[src/rtl/tlul_pkg.sv]
// ============================================================================
// Module      : tlul_pkg
// Description : TileLink-UL opcodes, RISC-V funct3 codes and channel layout.
// Revision    : 1.0 - initial release
// ============================================================================
`default_nettype none

package tlul_pkg;

    localparam logic [2:0] c_op_get         = 3'd4;
    localparam logic [2:0] c_op_put_full    = 3'd0;
    localparam logic [2:0] c_op_put_partial = 3'd1;
    localparam logic [2:0] c_op_ack         = 3'd0;
    localparam logic [2:0] c_op_ack_data    = 3'd1;

    localparam logic [2:0] c_f3_b  = 3'd0;
    localparam logic [2:0] c_f3_h  = 3'd1;
    localparam logic [2:0] c_f3_w  = 3'd2;
    localparam logic [2:0] c_f3_bu = 3'd4;
    localparam logic [2:0] c_f3_hu = 3'd5;

    // A channel, LSB first: data, mask, address, source, size, param,
    // opcode, then three reserved zero bits at the top.
    function automatic int a_mask_lo(input int dw);
        return dw;
    endfunction
    function automatic int a_addr_lo(input int dw);
        return dw + dw / 8;
    endfunction
    function automatic int a_src_lo(input int aw, input int dw);
        return a_addr_lo(dw) + aw;
    endfunction
    function automatic int a_size_lo(input int sw, input int aw, input int dw);
        return a_src_lo(aw, dw) + sw;
    endfunction
    function automatic int a_param_lo(input int sw, input int aw, input int dw);
        return a_size_lo(sw, aw, dw) + 3;
    endfunction
    function automatic int a_op_lo(input int sw, input int aw, input int dw);
        return a_param_lo(sw, aw, dw) + 3;
    endfunction
    function automatic int a_width(input int sw, input int aw, input int dw);
        return a_op_lo(sw, aw, dw) + 6;
    endfunction

    // D channel, LSB first: data, error, source, size, param, opcode.
    function automatic int d_err_bit(input int dw);
        return dw;
    endfunction
    function automatic int d_src_lo(input int dw);
        return dw + 1;
    endfunction
    function automatic int d_size_lo(input int sw, input int dw);
        return d_src_lo(dw) + sw;
    endfunction
    function automatic int d_op_lo(input int sw, input int dw);
        return d_size_lo(sw, dw) + 6;
    endfunction
    function automatic int d_width(input int sw, input int dw);
        return d_op_lo(sw, dw) + 3;
    endfunction

endpackage

`default_nettype wire

[src/rtl/tlul_lane_align.sv]
// ============================================================================
// Module      : tlul_lane_align
// Description : Byte-lane helper: request size/mask/legality/store replication
//               and load data extraction with sign/zero extension.
// Revision    : 1.0 - initial release
// ============================================================================
`default_nettype none

module tlul_lane_align
    import tlul_pkg::*;
(
    input  logic        i_we,
    input  logic [2:0]  i_funct3,
    input  logic [1:0]  i_addr_lo,
    input  logic [31:0] i_wdata,
    output logic [2:0]  o_size,
    output logic [3:0]  o_mask,
    output logic        o_legal,
    output logic [31:0] o_wdata,
    input  logic [2:0]  i_rd_funct3,
    input  logic [1:0]  i_rd_addr_lo,
    input  logic [31:0] i_rdata,
    output logic [31:0] o_rdata
);

    logic [31:0] w_shift;

    always_comb begin
        o_size  = {1'b0, i_funct3[1:0]};
        o_mask  = 4'hF;
        o_wdata = i_wdata;
        o_legal = 1'b0;
        case (i_funct3[1:0])
            2'd0: begin
                o_mask  = 4'b0001 << i_addr_lo;
                o_wdata = {4{i_wdata[7:0]}};
            end
            2'd1: begin
                o_mask  = i_addr_lo[1] ? 4'hC : 4'h3;
                o_wdata = {2{i_wdata[15:0]}};
            end
            default: begin
                o_mask  = 4'hF;
                o_wdata = i_wdata;
            end
        endcase
        case (i_funct3)
            c_f3_b:  o_legal = 1'b1;
            c_f3_h:  o_legal = !i_addr_lo[0];
            c_f3_w:  o_legal = (i_addr_lo == 2'b00);
            c_f3_bu: o_legal = !i_we;
            c_f3_hu: o_legal = !i_we && !i_addr_lo[0];
            default: o_legal = 1'b0;
        endcase
    end

    assign w_shift = i_rdata >> {i_rd_addr_lo, 3'b000};

    always_comb begin
        case (i_rd_funct3[1:0])
            2'd0:    o_rdata = i_rd_funct3[2] ? {24'b0, w_shift[7:0]}
                                              : {{24{w_shift[7]}}, w_shift[7:0]};
            2'd1:    o_rdata = i_rd_funct3[2] ? {16'b0, w_shift[15:0]}
                                              : {{16{w_shift[15]}}, w_shift[15:0]};
            default: o_rdata = i_rdata;
        endcase
    end

endmodule

`default_nettype wire

[src/rtl/tlul_mem_master.sv]
// ============================================================================
// Module      : tlul_mem_master
// Description : TileLink-UL master for the memory stage; one outstanding
//               transaction per source ID with bounded error retry.
// Revision    : 1.0 - initial release
// ============================================================================
`default_nettype none

module tlul_mem_master
    import tlul_pkg::*;
#(
    parameter int ADDR_W    = 10,
    parameter int DATA_W    = 32,
    parameter int SRC_W     = 2,
    parameter int MAX_RETRY = 2
) (
    input  logic                                      clk,
    input  logic                                      reset,
    input  logic                                      req_valid,
    output logic                                      req_ready,
    input  logic                                      req_we,
    input  logic [2:0]                                req_funct3,
    input  logic [ADDR_W-1:0]                         req_addr,
    input  logic [DATA_W-1:0]                         req_wdata,
    output logic                                      a_valid,
    input  logic                                      a_ready,
    output logic [12+SRC_W+ADDR_W+DATA_W/8+DATA_W-1:0] a_channel,
    input  logic                                      d_valid,
    output logic                                      d_ready,
    input  logic [10+SRC_W+DATA_W-1:0]                d_channel,
    output logic                                      resp_valid,
    output logic [SRC_W-1:0]                          resp_source,
    output logic [DATA_W-1:0]                         resp_rdata,
    output logic                                      resp_error,
    output logic                                      busy,
    output logic                                      spurious
);

    localparam int NSLOT      = 1 << SRC_W;
    localparam int AW_W       = a_width(SRC_W, ADDR_W, DATA_W);
    localparam int A_MASK_LO  = a_mask_lo(DATA_W);
    localparam int A_ADDR_LO  = a_addr_lo(DATA_W);
    localparam int A_SRC_LO   = a_src_lo(ADDR_W, DATA_W);
    localparam int A_SIZE_LO  = a_size_lo(SRC_W, ADDR_W, DATA_W);
    localparam int A_OP_LO    = a_op_lo(SRC_W, ADDR_W, DATA_W);
    localparam int D_ERR_BIT  = d_err_bit(DATA_W);
    localparam int D_SRC_LO   = d_src_lo(DATA_W);
    localparam int RC_W       = (MAX_RETRY < 1) ? 1 : $clog2(MAX_RETRY + 1);
    localparam logic [RC_W-1:0] c_max_retry = RC_W'(MAX_RETRY);

    logic [NSLOT-1:0]  r_vld;
    logic [NSLOT-1:0]  r_rpend;
    logic [RC_W-1:0]   r_rcnt  [NSLOT];
    logic              r_we    [NSLOT];
    logic [2:0]        r_f3    [NSLOT];
    logic [1:0]        r_alo   [NSLOT];
    logic [AW_W-1:0]   r_beat  [NSLOT];

    logic              r_a_valid;
    logic [AW_W-1:0]   r_a_channel;
    logic              r_d_en;
    logic              r_err_pend;
    logic              r_err_sent;
    logic              r_resp_valid;
    logic [SRC_W-1:0]  r_resp_source;
    logic [DATA_W-1:0] r_resp_rdata;
    logic              r_resp_error;
    logic              r_spurious;

    logic              w_free_any;
    logic [SRC_W-1:0]  w_free_idx;
    logic              w_rp_any;
    logic [SRC_W-1:0]  w_rp_idx;
    logic              w_a_free;
    logic              w_req_fire;
    logic [2:0]        w_size;
    logic [3:0]        w_mask;
    logic              w_legal;
    logic [DATA_W-1:0] w_wdata;
    logic [2:0]        w_opcode;
    logic [AW_W-1:0]   w_new_beat;
    logic              w_d_fire;
    logic [SRC_W-1:0]  w_d_src;
    logic              w_d_err;
    logic [DATA_W-1:0] w_d_data;
    logic [DATA_W-1:0] w_rd_ext;
    logic              w_d_final;
    logic              w_d_resp;

    // Descending scan so the lowest index wins.
    always_comb begin
        w_free_any = 1'b0;
        w_free_idx = '0;
        w_rp_any   = 1'b0;
        w_rp_idx   = '0;
        for (int i = NSLOT - 1; i >= 0; i--) begin
            if (!r_vld[i]) begin
                w_free_any = 1'b1;
                w_free_idx = SRC_W'(i);
            end
            if (r_rpend[i]) begin
                w_rp_any = 1'b1;
                w_rp_idx = SRC_W'(i);
            end
        end
    end

    assign w_a_free   = !r_a_valid || a_ready;
    assign req_ready  = w_free_any && !w_rp_any && !r_err_pend && w_a_free;
    assign w_req_fire = req_valid && req_ready;

    assign w_d_fire = d_valid && d_ready;
    assign w_d_src  = d_channel[D_SRC_LO +: SRC_W];
    assign w_d_err  = d_channel[D_ERR_BIT];
    assign w_d_data = d_channel[DATA_W-1:0];

    assign w_d_final = !w_d_err || (r_rcnt[w_d_src] >= c_max_retry);
    assign w_d_resp  = w_d_fire && r_vld[w_d_src] && w_d_final;

    tlul_lane_align u_lane_align (
        .i_we         (req_we),
        .i_funct3     (req_funct3),
        .i_addr_lo    (req_addr[1:0]),
        .i_wdata      (req_wdata),
        .o_size       (w_size),
        .o_mask       (w_mask),
        .o_legal      (w_legal),
        .o_wdata      (w_wdata),
        .i_rd_funct3  (r_f3[w_d_src]),
        .i_rd_addr_lo (r_alo[w_d_src]),
        .i_rdata      (w_d_data),
        .o_rdata      (w_rd_ext)
    );

    always_comb begin
        if (!req_we) begin
            w_opcode = c_op_get;
        end else if (w_size == 3'd2) begin
            w_opcode = c_op_put_full;
        end else begin
            w_opcode = c_op_put_partial;
        end
        w_new_beat                          = '0;
        w_new_beat[A_OP_LO +: 3]            = w_opcode;
        w_new_beat[A_SIZE_LO +: 3]          = w_size;
        w_new_beat[A_SRC_LO +: SRC_W]       = w_free_idx;
        w_new_beat[A_ADDR_LO +: ADDR_W]     = req_addr;
        w_new_beat[A_MASK_LO +: DATA_W/8]   = w_mask;
        w_new_beat[DATA_W-1:0]              = w_wdata;
    end

    always_ff @(posedge clk) begin
        if (reset) begin
            r_vld         <= '0;
            r_rpend       <= '0;
            for (int i = 0; i < NSLOT; i++) begin
                r_rcnt[i] <= '0;
                r_we[i]   <= 1'b0;
                r_f3[i]   <= 3'd0;
                r_alo[i]  <= 2'd0;
                r_beat[i] <= '0;
            end
            r_a_valid     <= 1'b0;
            r_a_channel   <= '0;
            r_d_en        <= 1'b0;
            r_err_pend    <= 1'b0;
            r_err_sent    <= 1'b0;
            r_resp_valid  <= 1'b0;
            r_resp_source <= '0;
            r_resp_rdata  <= '0;
            r_resp_error  <= 1'b0;
            r_spurious    <= 1'b0;
        end else begin
            r_d_en       <= 1'b1;
            r_resp_valid <= 1'b0;
            r_spurious   <= 1'b0;

            if (w_a_free) begin
                if (w_rp_any) begin
                    r_a_valid         <= 1'b1;
                    r_a_channel       <= r_beat[w_rp_idx];
                    r_rpend[w_rp_idx] <= 1'b0;
                end else if (w_req_fire && w_legal) begin
                    r_a_valid           <= 1'b1;
                    r_a_channel         <= w_new_beat;
                    r_vld[w_free_idx]   <= 1'b1;
                    r_rpend[w_free_idx] <= 1'b0;
                    r_rcnt[w_free_idx]  <= '0;
                    r_we[w_free_idx]    <= req_we;
                    r_f3[w_free_idx]    <= req_funct3;
                    r_alo[w_free_idx]   <= req_addr[1:0];
                    r_beat[w_free_idx]  <= w_new_beat;
                end else begin
                    r_a_valid <= 1'b0;
                end
            end

            if (w_d_fire) begin
                if (!r_vld[w_d_src]) begin
                    r_spurious <= 1'b1;
                end else if (w_d_final) begin
                    r_vld[w_d_src] <= 1'b0;
                end else begin
                    r_rcnt[w_d_src]  <= r_rcnt[w_d_src] + 1'b1;
                    r_rpend[w_d_src] <= 1'b1;
                end
            end

            // An illegal request's error response yields to a same-cycle D
            // completion and goes out while err_pend holds D off.
            if (w_req_fire && !w_legal) begin
                r_err_pend <= 1'b1;
                r_err_sent <= !w_d_resp;
            end else begin
                r_err_pend <= 1'b0;
                r_err_sent <= 1'b0;
            end

            if (w_d_resp) begin
                r_resp_valid  <= 1'b1;
                r_resp_source <= w_d_src;
                r_resp_error  <= w_d_err;
                r_resp_rdata  <= (w_d_err || r_we[w_d_src]) ? '0 : w_rd_ext;
            end else if ((w_req_fire && !w_legal) || (r_err_pend && !r_err_sent)) begin
                r_resp_valid  <= 1'b1;
                r_resp_source <= '0;
                r_resp_error  <= 1'b1;
                r_resp_rdata  <= '0;
            end
        end
    end

    assign a_valid     = r_a_valid;
    assign a_channel   = r_a_channel;
    assign d_ready     = r_d_en && !r_err_pend;
    assign resp_valid  = r_resp_valid;
    assign resp_source = r_resp_source;
    assign resp_rdata  = r_resp_rdata;
    assign resp_error  = r_resp_error;
    assign spurious    = r_spurious;
    assign busy        = (|r_vld) || r_err_pend;

endmodule

`default_nettype wire

[config.mk]
export PLATFORM = sky130hd
export DESIGN_NAME = tlul_mem_master
export DESIGN_NICKNAME = d
export VERILOG_FILES = /design/src/rtl/tlul_pkg.sv /design/src/rtl/tlul_lane_align.sv /design/src/rtl/tlul_mem_master.sv
export SDC_FILE = /design/constraint.sdc
export NUM_CORES = 1
export LEC_CHECK = 0
export CAP_MARGIN = 20
export CORE_UTILIZATION = 50
export CTS_CLUSTER_DIAMETER = 100
export DETAILED_ROUTE_END_ITERATION = 10
export PLACE_DENSITY = 0.74
export SYNTH_ARGS = -nofsm -noshare
export SYNTH_HDL_FRONTEND = slang
export SYNTH_SLANG_ARGS = --single-unit
[constraint.sdc]
create_clock -name clk -period 11.65 [get_ports clk]
set_input_delay 1.165 -clock clk [delete_from_list [all_inputs] [get_ports clk]]
set_output_delay 1.165 -clock clk [all_outputs]
set_load 0.01 [all_outputs]
# Word-level counts from Yosys, hierarchy flattened
# Memories as Yosys holds them, arrays and structs flattened.
# Index checks and enable logic that the tools add are counted.
# totals
ff_bits	109
ram_bits	244
inputBits	95
out_inout_bits	101
mem_count	5
# mem_list
name	words	word_bits	read_ports	rd_ports_with_merged_regs	wr	line_no	rtl
r_beat	4	53	1	0	4	tlul_mem_master.sv:57	logic [AW_W-1:0] r_beat [NSLOT];
r_f3	4	3	1	0	4	tlul_mem_master.sv:55	logic [2:0] r_f3 [NSLOT];
r_alo	4	2	1	0	4	tlul_mem_master.sv:56	logic [1:0] r_alo [NSLOT];
r_rcnt	4	2	1	0	4	tlul_mem_master.sv:53	logic [RC_W-1:0] r_rcnt [NSLOT];
r_we	4	1	1	0	4	tlul_mem_master.sv:54	logic r_we [NSLOT];
# op_classes
add_sub_neg	1
n_lt_le_gt_ge	7
eq_ne	7
n_shift	2
muxes	92
bitwise_logic	10
reduce_logical	45
# ops
op	count
$mux 32	5
$pmux 32 s2	2
$mux 60	2
$mux 4	15
$mux 53	1
$reduce_or 53->1	1
$mux 1	40
$mux 2	19
$shr 32x5->16	1
$logic_and 1x1->1	15
$and 4x4->4	3
$not 4->4	3
$reduce_or 2->1	5
$logic_not 1->1	9
$lt 2x3->1 const B	3
$or 4x4->4	2
$pmux 4 s2	1
$demux 1 s2	3
$eq 3x3->1 const B	2
$ge 2x1->1 const B	3
$logic_not 2->1	3
$mux 3	2
$logic_or 1x1->1	5
$pmux 1 s5	1
other kinds (15)	18

# Depth between registers and ports, before layout
# Gate-level depths: netlist (run 1).
# depth
word_depth	18
ltp_mapped	12

# By module
# From an unflattened synthesis (run 1), not the netlist that was laid out.
# unflattened
cells_unflattened	1430
hier_area_um2	16007.9
# by_module_without_submodules
mod	n_inst	cells_each	area_each_um2	seq_area_each_um2
tlul_mem_master	1	1256	14869.3	9128.8
tlul_lane_align	1	174	1138.6	0.0

# Worst setup path after synthesis (run 1)
# OpenSTA, ideal clock, no wires.
# synth_timing
kind	input to register
start	input req_we
end	register r_rpend[3]
t_arrival_ns	7.875
required_ns	11.264
setup_slack_ns	3.389
path_stages	5
path_buffers	1
cell_sequence	clkbuf_1 -> a221o_1 -> o31a_1 -> o41ai_1 -> o21ai_0
# synth_between
elab_chain_len	12
# synth_rtl
item	line_no	rtl
from (decl)	tlul_mem_master.sv:21	input logic req_we,
$logic_not 1->1 (*)	tlul_lane_align.sv:51, tlul_lane_align.sv:52	
$logic_and 1x1->1	tlul_lane_align.sv:52	c_f3_hu: o_legal = !i_we && !i_addr_lo[0];
$pmux 1 s5 (*)	tlul_lane_align.sv:47	case (i_funct3)
$logic_and 1x1->1 (*)	tlul_mem_master.sv:183	end else if (w_req_fire && w_legal) begin
$mux 4 (*)	tlul_mem_master.sv:183	
$mux 4 (*)	tlul_mem_master.sv:179	if (w_rp_any) begin
$mux 4 (*)	tlul_mem_master.sv:178	if (w_a_free) begin
$mux 4 (*)	tlul_mem_master.sv:153	if (reset) begin
$or 4x4->4 (no source line)	--	
$mux 4	tlul_mem_master.sv:201	end else if (w_d_final) begin
$mux 4	tlul_mem_master.sv:199	if (!r_vld[w_d_src]) begin
$mux 4 (*)	tlul_mem_master.sv:198	if (w_d_fire) begin
to (signal, indexed assignment)	tlul_mem_master.sv:182	r_rpend[w_rp_idx] <= 1'b0;
to (signal, indexed assignment)	tlul_mem_master.sv:187	r_rpend[w_free_idx] <= 1'b0;
to (signal, indexed assignment)	tlul_mem_master.sv:205	r_rpend[w_d_src] <= 1'b1;
to (decl)	tlul_mem_master.sv:52	logic [NSLOT-1:0] r_rpend;
# Mark *: on every way between the ends. The rest lies on a longest branch, timed or not. The select of a mux whose other input is x is not followed.
# A chain may end at the register's enable or synchronous reset.

==> results.txt, run 1 <==
run status = complete, no violations
core box area = 27900 um^2
CP Cell Sequence = clkdlybuf4s50_1 > or2_2 > o31a_1 > or3_1 > or3_2 > nand2_4
Nets = 1465
mean post-synth cell area = 11.6 um^2
Hold/Removal Path Class = flop to flop
number of CTS-inserted buffers = 35
CP Capture Type = flop
Vias = 10.9k
height of the die = 171 um
Worst R2R Start = r_rpend[2]$_SDFF_PP0_
Synth cell types = 54
Pleak = 0.00653 uW
DRT Pass-1 Iters = 7
vias in the first global route = 10.8k
count of final setup violators = 0
Worst-path clk slew = 0.06 ns
full die area = 29200 um^2
Hold Path Stages = 2
headroom to the max-slew limit = 33.1%
port buffer count = 178
fill count = 2149
Compound-Gate Fraction of Synth Area = 13.0%
Clock Latency Late Sink = 0.51 ns
dpl ws = 6.23 ns
adder-cell share of the synthesized area = 0.0877%
max incr delay on CP = 0.94 ns
post-route minimum period = 5.01 ns
Post-synth EDFFs = 224
setup TNS = 0 ns
most common cell after layout, fill and taps aside = edfxtp_1
Slowest-stage cell, CP = clkdlybuf4s50_1
Hold Crit Start = resp_rdata[2]$_SDFFE_PP0P_
Pwr Total = 2620 uW
Arrival @ worst endpoint = 5.14 ns
Initial Util = 51.1%
WP data required = 11.78 ns
final hold vios = 0
reg2reg setup slack = 8.02 ns
CP Class = input port to flop
initial antenna violation count = 1
layout cells sized above 1 = 11.5%
Remaining Overflow, GRT = 0
Slew Limit Fails = 0
GP Congestion = 0.834
Simple-Gate Fraction of Synth Area = 12.8%
io pins = 196
vias per std cell = 6.12
PD cells = 150 nW/um^2
post-synthesis xor/xnor area fraction = 0%
row count = 61
Synth async-reset ratio = 0%
cells on worst reg2reg path = 5
Final period util = 43.0%
Synth Cell Area = 14300 um^2
Detail Placement HPWL = 22.1 mm
commonest cells after routing, fill and taps aside = edfxtp_1, nor2_1, clkdlybuf4s50_1
WHS Endpoint = resp_rdata[2]$_SDFFE_PP0P_
Fin Clk Skew = 0.0202 ns
post-synthesis mux area share = 8.63%
Final ANT Viol Nets = 0
initial drt markers = 1338
post-cts hold buffer count = 0
Remaining DRCs = 0
first-pass GRT wire length = 59.3 mm
Seq/Total Area, Yosys = 61.3%
Seq cells post-synth = 325
largest family of logic cells by synthesized area = compound AO/OA/AOI/OAI gates
CTS tree = yes
drt wl/cell = 22.1 um
setup ws final = 6.64 ns
reg2reg end = r_beat[1][11]$_SDFFCE_PN0P_
Sink Count = 325
crit path max fanout = 54
Mapped Cells = 1230
maximum VDD drop = 0.0813 mV
worst-margin pin slew = 1.00 ns
Post-synth top flop = edfxtp_1
Post-CTS Setup Inserts = 0
root buf cell = clkbuf_16
Startpoint Class = input port
clock buffer depth = 3
area grow syn2layout = 22.8%
FMAX = 200 MHz
die width = 171 um
Total Routing Usage GR = 26.6%
total of max-cap violations = 0
Synth warnings = 0
Post-CTS Resized = 0
final wirelength = 39.2 mm
H-Tree Depth = 2
largest net degree at the start of global routing = 73
RSZ-0062 raised after global routing = false
critical path, delay by kind of cell:
kind                   cells  cell delay, ns
AOI/OAI and AO/OA          1            0.35
buffers and inverters      1            0.94
and+or+nand+nor            4            2.64
final cells by class:
class / count / area (um^2) / area share, %
diodes: 3 / 7.51 / 0.0428
clock inverters: 17 / 128 / 0.728
repair buffers: 198 / 1970 / 11.3
clock buffers: 46 / 1000 / 5.70
flip-flops and latches: 325 / 8750 / 49.9
multi-input cells: 776 / 5070 / 28.9
well taps: 378 / 473 / 2.70
inverters: 33 / 124 / 0.707
cell usage after synthesis (18+ instances only):
cell | instances | area share (%)
a22o_1 | 22 | 1.4
a21oi_1 | 26 | 0.91
and2_1 | 24 | 1.1
edfxtp_1 | 224 | 47
a32o_1 | 30 | 2.1
o21ai_0 | 44 | 1.5
clkbuf_1 | 72 | 1.9
mux2_2 | 54 | 4.3
a222oi_1 | 52 | 3.6
nor2_1 | 200 | 5.3
inv_1 | 31 | 0.82
mux2i_1 | 42 | 2.9
buf_2 | 18 | 0.63
nor3_1 | 27 | 0.95
dfxtp_1 | 101 | 14
nand2_1 | 136 | 3.6
power by group:
group / switching [uW] / internal [uW] / leakage [uW] / total [uW]
Combinational: 135 / 98.3 / 0.00285 / 233
Clock: 446 / 647 / 0.000547 / 1090
Sequential: 17.2 / 1280 / 0.00314 / 1300
metrics by stage:
step / hold WS [ns] / instance area (um^2) / cells / utilization (%)
after floorplan: 0.460 / 14300 / 1241 / -
after global placement: 0.435 / 16300 / 1708 / 58.5
after detailed placement: 0.436 / 16400 / 1709 / 58.6
after CTS: 0.445 / 17500 / 1772 / 62.6
after global routing: 0.475 / 17500 / 1773 / 62.7
final: 0.448 / 17500 / 1776 / 62.7
worst max-delay path by stage:
stage,cells past startpoint,endpoint,start
after floorplan,5,r_rpend[3]$_SDFF_PP0_,req_we
after global placement,6,r_beat[1][26]$_SDFFCE_PN0P_,req_funct3[0]
after detailed placement,6,r_beat[1][20]$_SDFFCE_PN0P_,req_funct3[0]
after CTS,6,r_beat[1][3]$_SDFFCE_PN0P_,req_funct3[0]
after global routing,6,r_beat[1][3]$_SDFFCE_PN0P_,req_funct3[0]
final,6,r_beat[1][11]$_SDFFCE_PN0P_,req_funct3[0]
logic make-up (layout without fill, tap and decap cells):
kind of cell | Yosys count | in the layout
flops | 325 | 325
mux | 105 | 105
simple gates | 429 | 429
fa+ha+maj | 1 | 1
buf+inv | 140 | 294
other cells | 1 | 15
compound gates | 229 | 229
state kept, by name, summed over array words and instances (netlist names):
register	count
a_channel	52
a_valid	1
r_alo	4
r_beat	196
r_d_en	1
r_err_pend	1
r_err_sent	1
r_f3	12
r_rcnt	8
r_rpend	4
r_vld	4
r_we	4
resp_error	1
resp_rdata	32
resp_source	2
resp_valid	1
spurious	1
metal layers:
metal	global-route usage, %	vias to the layer above	share of wire [%]
met5	0	-	0
li1	-	4839	-
met3	6.13	108	10
met1	34.3	5287	39
met4	11.3	0	3.2
met2	43.3	636	47
(Power assumes the default switching activity.)
==> run 2, diff against run 1 <==
--- a/config.mk
+++ b/config.mk
@@ -9,7 +9,7 @@
 export CORE_UTILIZATION = 50
 export CTS_CLUSTER_DIAMETER = 100
 export DETAILED_ROUTE_END_ITERATION = 10
-export PLACE_DENSITY = 0.74
+export PLACE_DENSITY = 0.77
 export SYNTH_ARGS = -nofsm -noshare
 export SYNTH_HDL_FRONTEND = slang
 export SYNTH_SLANG_ARGS = --single-unit
==> constraint.sdc (replaced) <==
create_clock -name clk -period 4.6 [get_ports clk]
set_input_delay 0.46 -clock clk [delete_from_list [all_inputs] [get_ports clk]]
set_output_delay 0.46 -clock clk [all_outputs]
set_load 0.01 [all_outputs]
==> run 2 against run 1 <==
Routed wire length is 0.56% higher; power is 150% higher; final area is 0.27% higher; sequential power grew to 2.5 times the previous value.
==> results.txt, run 2 (same netlist as run 1, synthesis figures left out) <==
GP Congestion = 0.850 (+1.9%)
drt wl/cell = 22.1 um (about the same)
root buf cell = clkbuf_16
Slew Limit Fails = 0 (unchanged)
FMAX = 280 MHz
layout cells sized above 1 = 11.8% (+0.27 points)
final wirelength = 39.4 mm (+0.56%)
Post-CTS Setup Inserts = 0 (unchanged)
cells on worst reg2reg path = 7 (+2)
commonest cells after routing, fill and taps aside = edfxtp_1, nor2_1, clkdlybuf4s50_1
Arrival @ worst endpoint = 3.11 ns (-2.03 ns)
Hold Crit Start = resp_rdata[1]$_SDFFE_PP0P_
area grow syn2layout = 23.2%
reg2reg setup slack = 1.60 ns (-6.42 ns)
CTS tree = yes
Vias = 11.0k (+0.87%)
CP Class = flop to output port
Slowest-stage cell, CP = or4_1
CP Capture Type = output port
run status = complete, no violations
port buffer count = 178 (unchanged)
core box area = 27900 um^2 (unchanged)
most common cell after layout, fill and taps aside = edfxtp_1
Final ANT Viol Nets = 0 (unchanged)
Hold Path Stages = 2 (unchanged)
Post-CTS Resized = 0 (unchanged)
Worst-path clk slew = 0.06 ns (about the same)
max incr delay on CP = 1.02 ns (+0.08 ns)
first-pass GRT wire length = 60.2 mm (+1.4%)
full die area = 29200 um^2 (unchanged)
reg2reg end = r_beat[1][38]$_SDFFCE_PN0P_
H-Tree Depth = 2 (unchanged)
worst-margin pin slew = 0.996 ns (-0.00768 ns)
Worst R2R Start = r_rpend[2]$_SDFF_PP0_
largest net degree at the start of global routing = 73 (unchanged)
Total Routing Usage GR = 27.0% (+0.40 points)
Clock Latency Late Sink = 0.52 ns (about the same)
Fin Clk Skew = 0.0246 ns (+0.00444 ns)
fin cells = 1785 (+0.51%)
crit path max fanout = 18 (-67%)
initial drt markers = 1279 (-4.4%)
die width = 171 um (unchanged)
RSZ-0062 raised after global routing = false
Pleak = 0.00657 uW (+0.50%)
WP data required = 4.14 ns (-7.64 ns)
post-cts hold buffer count = 0 (unchanged)
Final period util = 77.6%
vias per std cell = 6.14 (+0.37%)
count of final setup violators = 0 (unchanged)
PD cells = 370 nW/um^2 (+150%)
Hold/Removal Path Class = flop to flop
CP Cell Sequence = or4_1 > nor3b_1 > clkdlybuf4s50_1
post-route minimum period = 3.57 ns
total of max-cap violations = 0 (unchanged)
io pins = 196 (unchanged)
Largest register FFs = 196 (unchanged)
setup TNS = 0 ns (unchanged)
largest register by flop count = r_beat
Remaining DRCs = 0 (unchanged)
row count = 61 (unchanged)
vias in the first global route = 10.8k (-0.32%)
Initial Util = 51.1% (unchanged)
clock buffer depth = 3 (unchanged)
height of the die = 171 um (unchanged)
Startpoint Class = flop
placed cells = 1720 (+0.64%)
final hold vios = 0 (unchanged)
DRT Pass-1 Iters = 9 (+2)
Sink Count = 325 (unchanged)
Detail Placement HPWL = 23.5 mm (+6.2%)
maximum VDD drop = 0.218 mV (+170%)
headroom to the max-slew limit = 33.6% (+0.51 points)
Remaining Overflow, GRT = 0 (unchanged)
initial antenna violation count = 1 (unchanged)
number of CTS-inserted buffers = 35 (unchanged)
Nets = 1475 (+0.68%)
WHS Endpoint = resp_rdata[1]$_SDFFE_PP0P_
## run 2: power by group
group	leakage (uW)	switching, uW	internal [uW]
sequential	0.00314	44.9	3240
combinational	0.00292	344	257
clock	0.000509	1140	1480
## run 2: stage by stage
stage,total power (uW),hold slack [ns],setup slack (ns),util (%),area (um^2)
2_1_floorplan,3660,0.460,0.722,-,14300
3_3_place_gp,3920,0.436,0.890,59.1,16500
3_5_place_dp,3940,0.441,0.832,59.1,16500
4_1_cts,6520,0.451,1.06,62.9,17600
5_1_grt,6680,0.464,0.921,62.9,17600
6_report,6510,0.448,1.03,62.9,17600
## run 2: cell type report
class,count,area [um^2]
fillers,2152,10400
clock inverters,15,93.8
multi-input cells,776,5070
clock buffers,49,970
repair buffers,208,2090
well taps,378,473
inverters,33,124
diodes,1,2.50
flip-flops and latches,325,8750
## run 2: critical path, delay by kind of cell, from the launching register on
| kind | cells | cell delay, ns |
|---|---|---|
| buffers and inverters | 1 | 0.61 |
| flip-flops | 1 | 0.42 |
| AND/OR/NAND/NOR | 2 | 1.55 |
## run 2: per-layer routing
| layer | routed length [um] | vias to the layer above | track usage, % |
|---|---|---|---|
| met1 | 15400 | 5365 | 35.7 |
| met4 | 1040 | 0 | 8.97 |
| met2 | 18700 | 658 | 45.1 |
| met3 | 4290 | 77 | 4.74 |
| met5 | 0 | - | 0 |
| li1 | - | 4865 | - |
## run 2: worst max-delay path by stage
stage | startpoint | end | slack (ns) | depth (start not counted)
floorplan | r_rpend[1]$_SDFF_PP0_ | r_alo[1][0]$_SDFFCE_PN0P_ | 0.72 | 9
finish | r_rpend[2]$_SDFF_PP0_ | req_ready | 1.03 | 3
CTS | r_rpend[2]$_SDFF_PP0_ | req_ready | 1.06 | 3
global placement | d_channel[33] | r_rcnt[3][1]$_SDFFCE_PN0P_ | 0.89 | 7
detailed placement | d_channel[33] | r_rcnt[3][1]$_SDFFCE_PN0P_ | 0.83 | 7
global route | r_rpend[2]$_SDFF_PP0_ | req_ready | 0.92 | 3
==> run 3, diff against run 2 <==
--- a/config.mk
+++ b/config.mk
@@ -9,7 +9,7 @@
 export CORE_UTILIZATION = 50
 export CTS_CLUSTER_DIAMETER = 100
 export DETAILED_ROUTE_END_ITERATION = 10
-export PLACE_DENSITY = 0.77
+export PLACE_DENSITY = 0.74
 export SYNTH_ARGS = -nofsm -noshare
 export SYNTH_HDL_FRONTEND = slang
 export SYNTH_SLANG_ARGS = --single-unit
==> constraint.sdc (replaced) <==
create_clock -name clk -period 3.5 [get_ports clk]
set_input_delay 0.35 -clock clk [delete_from_list [all_inputs] [get_ports clk]]
set_output_delay 0.35 -clock clk [all_outputs]
set_load 0.01 [all_outputs]
==> run 3 against run 2 <==
The run now ends with DRC left; critical endpoint is now r_beat[1][43]$_SDFFCE_PN0P_; via count shrank 0.12%; setup slack lost 0.58 ns; critical path type is now flop to flop; hold slack better by 0.00056 ns; clock power is 46% higher; flip-flop and latch count unchanged; die area stayed put; register-to-register slack worse by 1.2 ns; count of clock-buffer cells in the layout increased by 4.
==> results.txt, run 3 (same netlist as run 1, synthesis figures left out) <==
count of final setup violators = 0 (unchanged)
core box area = 27900 um^2 (unchanged)
Final period util = 87.2%
DRT Pass-1 Iters = 11 (+2)
Post-CTS Resized = 0 (unchanged)
commonest cells after routing, fill and taps aside = edfxtp_1, nor2_1, clkdlybuf4s50_1
number of CTS-inserted buffers = 36 (+2.9%)
CP Class = flop to flop
initial antenna violation count = 1 (unchanged)
RSZ-0062 raised after global routing = false
total of max-cap violations = 0 (unchanged)
largest register by flop count = r_beat
worst-margin pin slew = 0.953 ns (-0.0427 ns)
Post-CTS Setup Inserts = 0 (unchanged)
root buf cell = clkbuf_16
clock buffer depth = 3 (unchanged)
Hold/Removal Path Class = flop to flop
Fin Clk Skew = 0.0246 ns (+0.0000299 ns)
Final ANT Viol Nets = 0 (unchanged)
reg2reg setup slack = 0.45 ns (-1.15 ns)
io pins = 196 (unchanged)
cells on worst reg2reg path = 7 (unchanged)
H-Tree Depth = 2 (unchanged)
Pleak = 0.00676 uW (+2.9%)
full die area = 29200 um^2 (unchanged)
largest net degree at the start of global routing = 73 (unchanged)
dpl ws = 0.246 ns (-0.586 ns)
vias per std cell = 6.07 (-1.1%)
WP data required = 3.88 ns (-0.26 ns)
Clock Latency Late Sink = 0.52 ns (about the same)
most common cell after layout, fill and taps aside = edfxtp_1
drt wl/cell = 22.0 um (-0.50%)
post-cts hold buffer count = 0 (unchanged)
reg2reg end = r_beat[1][43]$_SDFFCE_PN0P_
die width = 171 um (unchanged)
maximum VDD drop = 0.331 mV (+52%)
Initial Util = 51.1% (unchanged)
layout cells sized above 1 = 13.5% (+1.7 points)
Worst-path clk slew = 0.05 ns (about the same)
Min Hold Slack = 0.449 ns (+0.000565 ns)
Hold Path Stages = 2 (unchanged)
area grow syn2layout = 25.5%
CTS tree = yes
post-route minimum period = 3.05 ns
Slew Limit Fails = 0 (unchanged)
Worst R2R Start = r_vld[0]$_SDFF_PP0_
final wirelength = 39.6 mm (+0.50%)
FMAX = 328 MHz
Largest register FFs = 196 (unchanged)
CP Capture Type = flop
Remaining Overflow, GRT = 0 (unchanged)
Arrival @ worst endpoint = 3.43 ns (+0.32 ns)
Hold Crit Start = resp_rdata[3]$_SDFFE_PP0P_
Detail Placement HPWL = 23.8 mm (+1.5%)
failing checks = DRC
Nets = 1494 (+1.3%)
PD cells = 500 nW/um^2 (+35%)
fill count = 2154 (+0.093%)
run status = finished, violations left
final hold vios = 0 (unchanged)
headroom to the max-slew limit = 36.2% (+2.6 points)
setup TNS = 0 ns (unchanged)
port buffer count = 178 (unchanged)
ANT cells = 0 (-1)
setup ws final = 0.450 ns (-0.581 ns)
Sink Count = 325 (unchanged)
Startpoint Class = flop
Remaining DRCs = 1 (+1)
Vias = 11.0k (-0.12%)
GP Congestion = 0.878 (+3.3%)
Placed Area = 16700 um^2 (+1.0%)
Finished Cell Area = 17900 um^2 (+1.9%)
initial drt markers = 1342 (+4.9%)
vias in the first global route = 10.8k (+0.69%)
Total Routing Usage GR = 26.9% (-0.094 points)
crit path max fanout = 35 (+17)
height of the die = 171 um (unchanged)
row count = 61 (unchanged)
first-pass GRT wire length = 60.1 mm (-0.18%)
WHS Endpoint = resp_rdata[3]$_SDFFE_PP0P_
## run 3: routing by layer
| metal | track usage, % | up-vias | routed length [um] |
|---|---|---|---|
| li1 | - | 4919 | - |
| met1 | 34.7 | 5329 | 15500 |
| met2 | 45.7 | 637 | 19200 |
| met3 | 5.71 | 65 | 4110 |
| met4 | 7.88 | 2 | 825 |
| met5 | 0 | - | 17 |
## run 3: through the flow
stage	std cells	total power, uW	utilization, %
after global placement	1738	5170	59.7
after detailed placement	1738	5190	59.7
after global routing	1803	9200	64.1
final	1803	8950	64.1
after CTS	1803	8970	64.1
after floorplan	1241	4810	-
## run 3: area by class of cell
type / instances / area [um^2] / share of cell area, %
flip-flops and latches: 325 / 8750 / 48.9
inverters: 33 / 124 / 0.692
well taps: 378 / 473 / 2.64
clock buffers: 53 / 1080 / 6.02
repair buffers: 226 / 2270 / 12.7
multi-input cells: 776 / 5070 / 28.3
clock inverters: 12 / 146 / 0.818
## run 3: worst max-delay path, cell delays in order, from the launching register on
cell and delay, ns:
dfxtp_1 0.42, a41oi_1 0.34, nand4b_1 0.37, or3_1 0.48
or3_1 0.36, buf_4 0.31, inv_2 0.39, and2_1 0.21
## run 3: how the worst max path moves through the flow
stage,start,endpoint,slack (ns),cells past startpoint
after floorplan,r_rpend[2]$_SDFF_PP0_,r_rcnt[3][0]$_SDFFCE_PN0P_,-0.07,5
after global placement,d_channel[33],r_rcnt[3][0]$_SDFFCE_PN0P_,0.31,8
after detailed placement,req_funct3[0],r_beat[1][43]$_SDFFCE_PN0P_,0.25,8
after CTS,r_vld[0]$_SDFF_PP0_,r_beat[1][43]$_SDFFCE_PN0P_,0.48,7
after global routing,r_vld[0]$_SDFF_PP0_,r_beat[1][43]$_SDFFCE_PN0P_,0.29,7
final,r_vld[0]$_SDFF_PP0_,r_beat[1][43]$_SDFFCE_PN0P_,0.45,7
## run 3: report_power, final
group          internal (uW)  total (uW)  leakage, uW  switching [uW]
Combinational            350         809      0.00302             459
Sequential              4250        4310      0.00314            56.8
Clock                   2360        3830     0.000600            1470
Total                   6960        8950      0.00676            1990
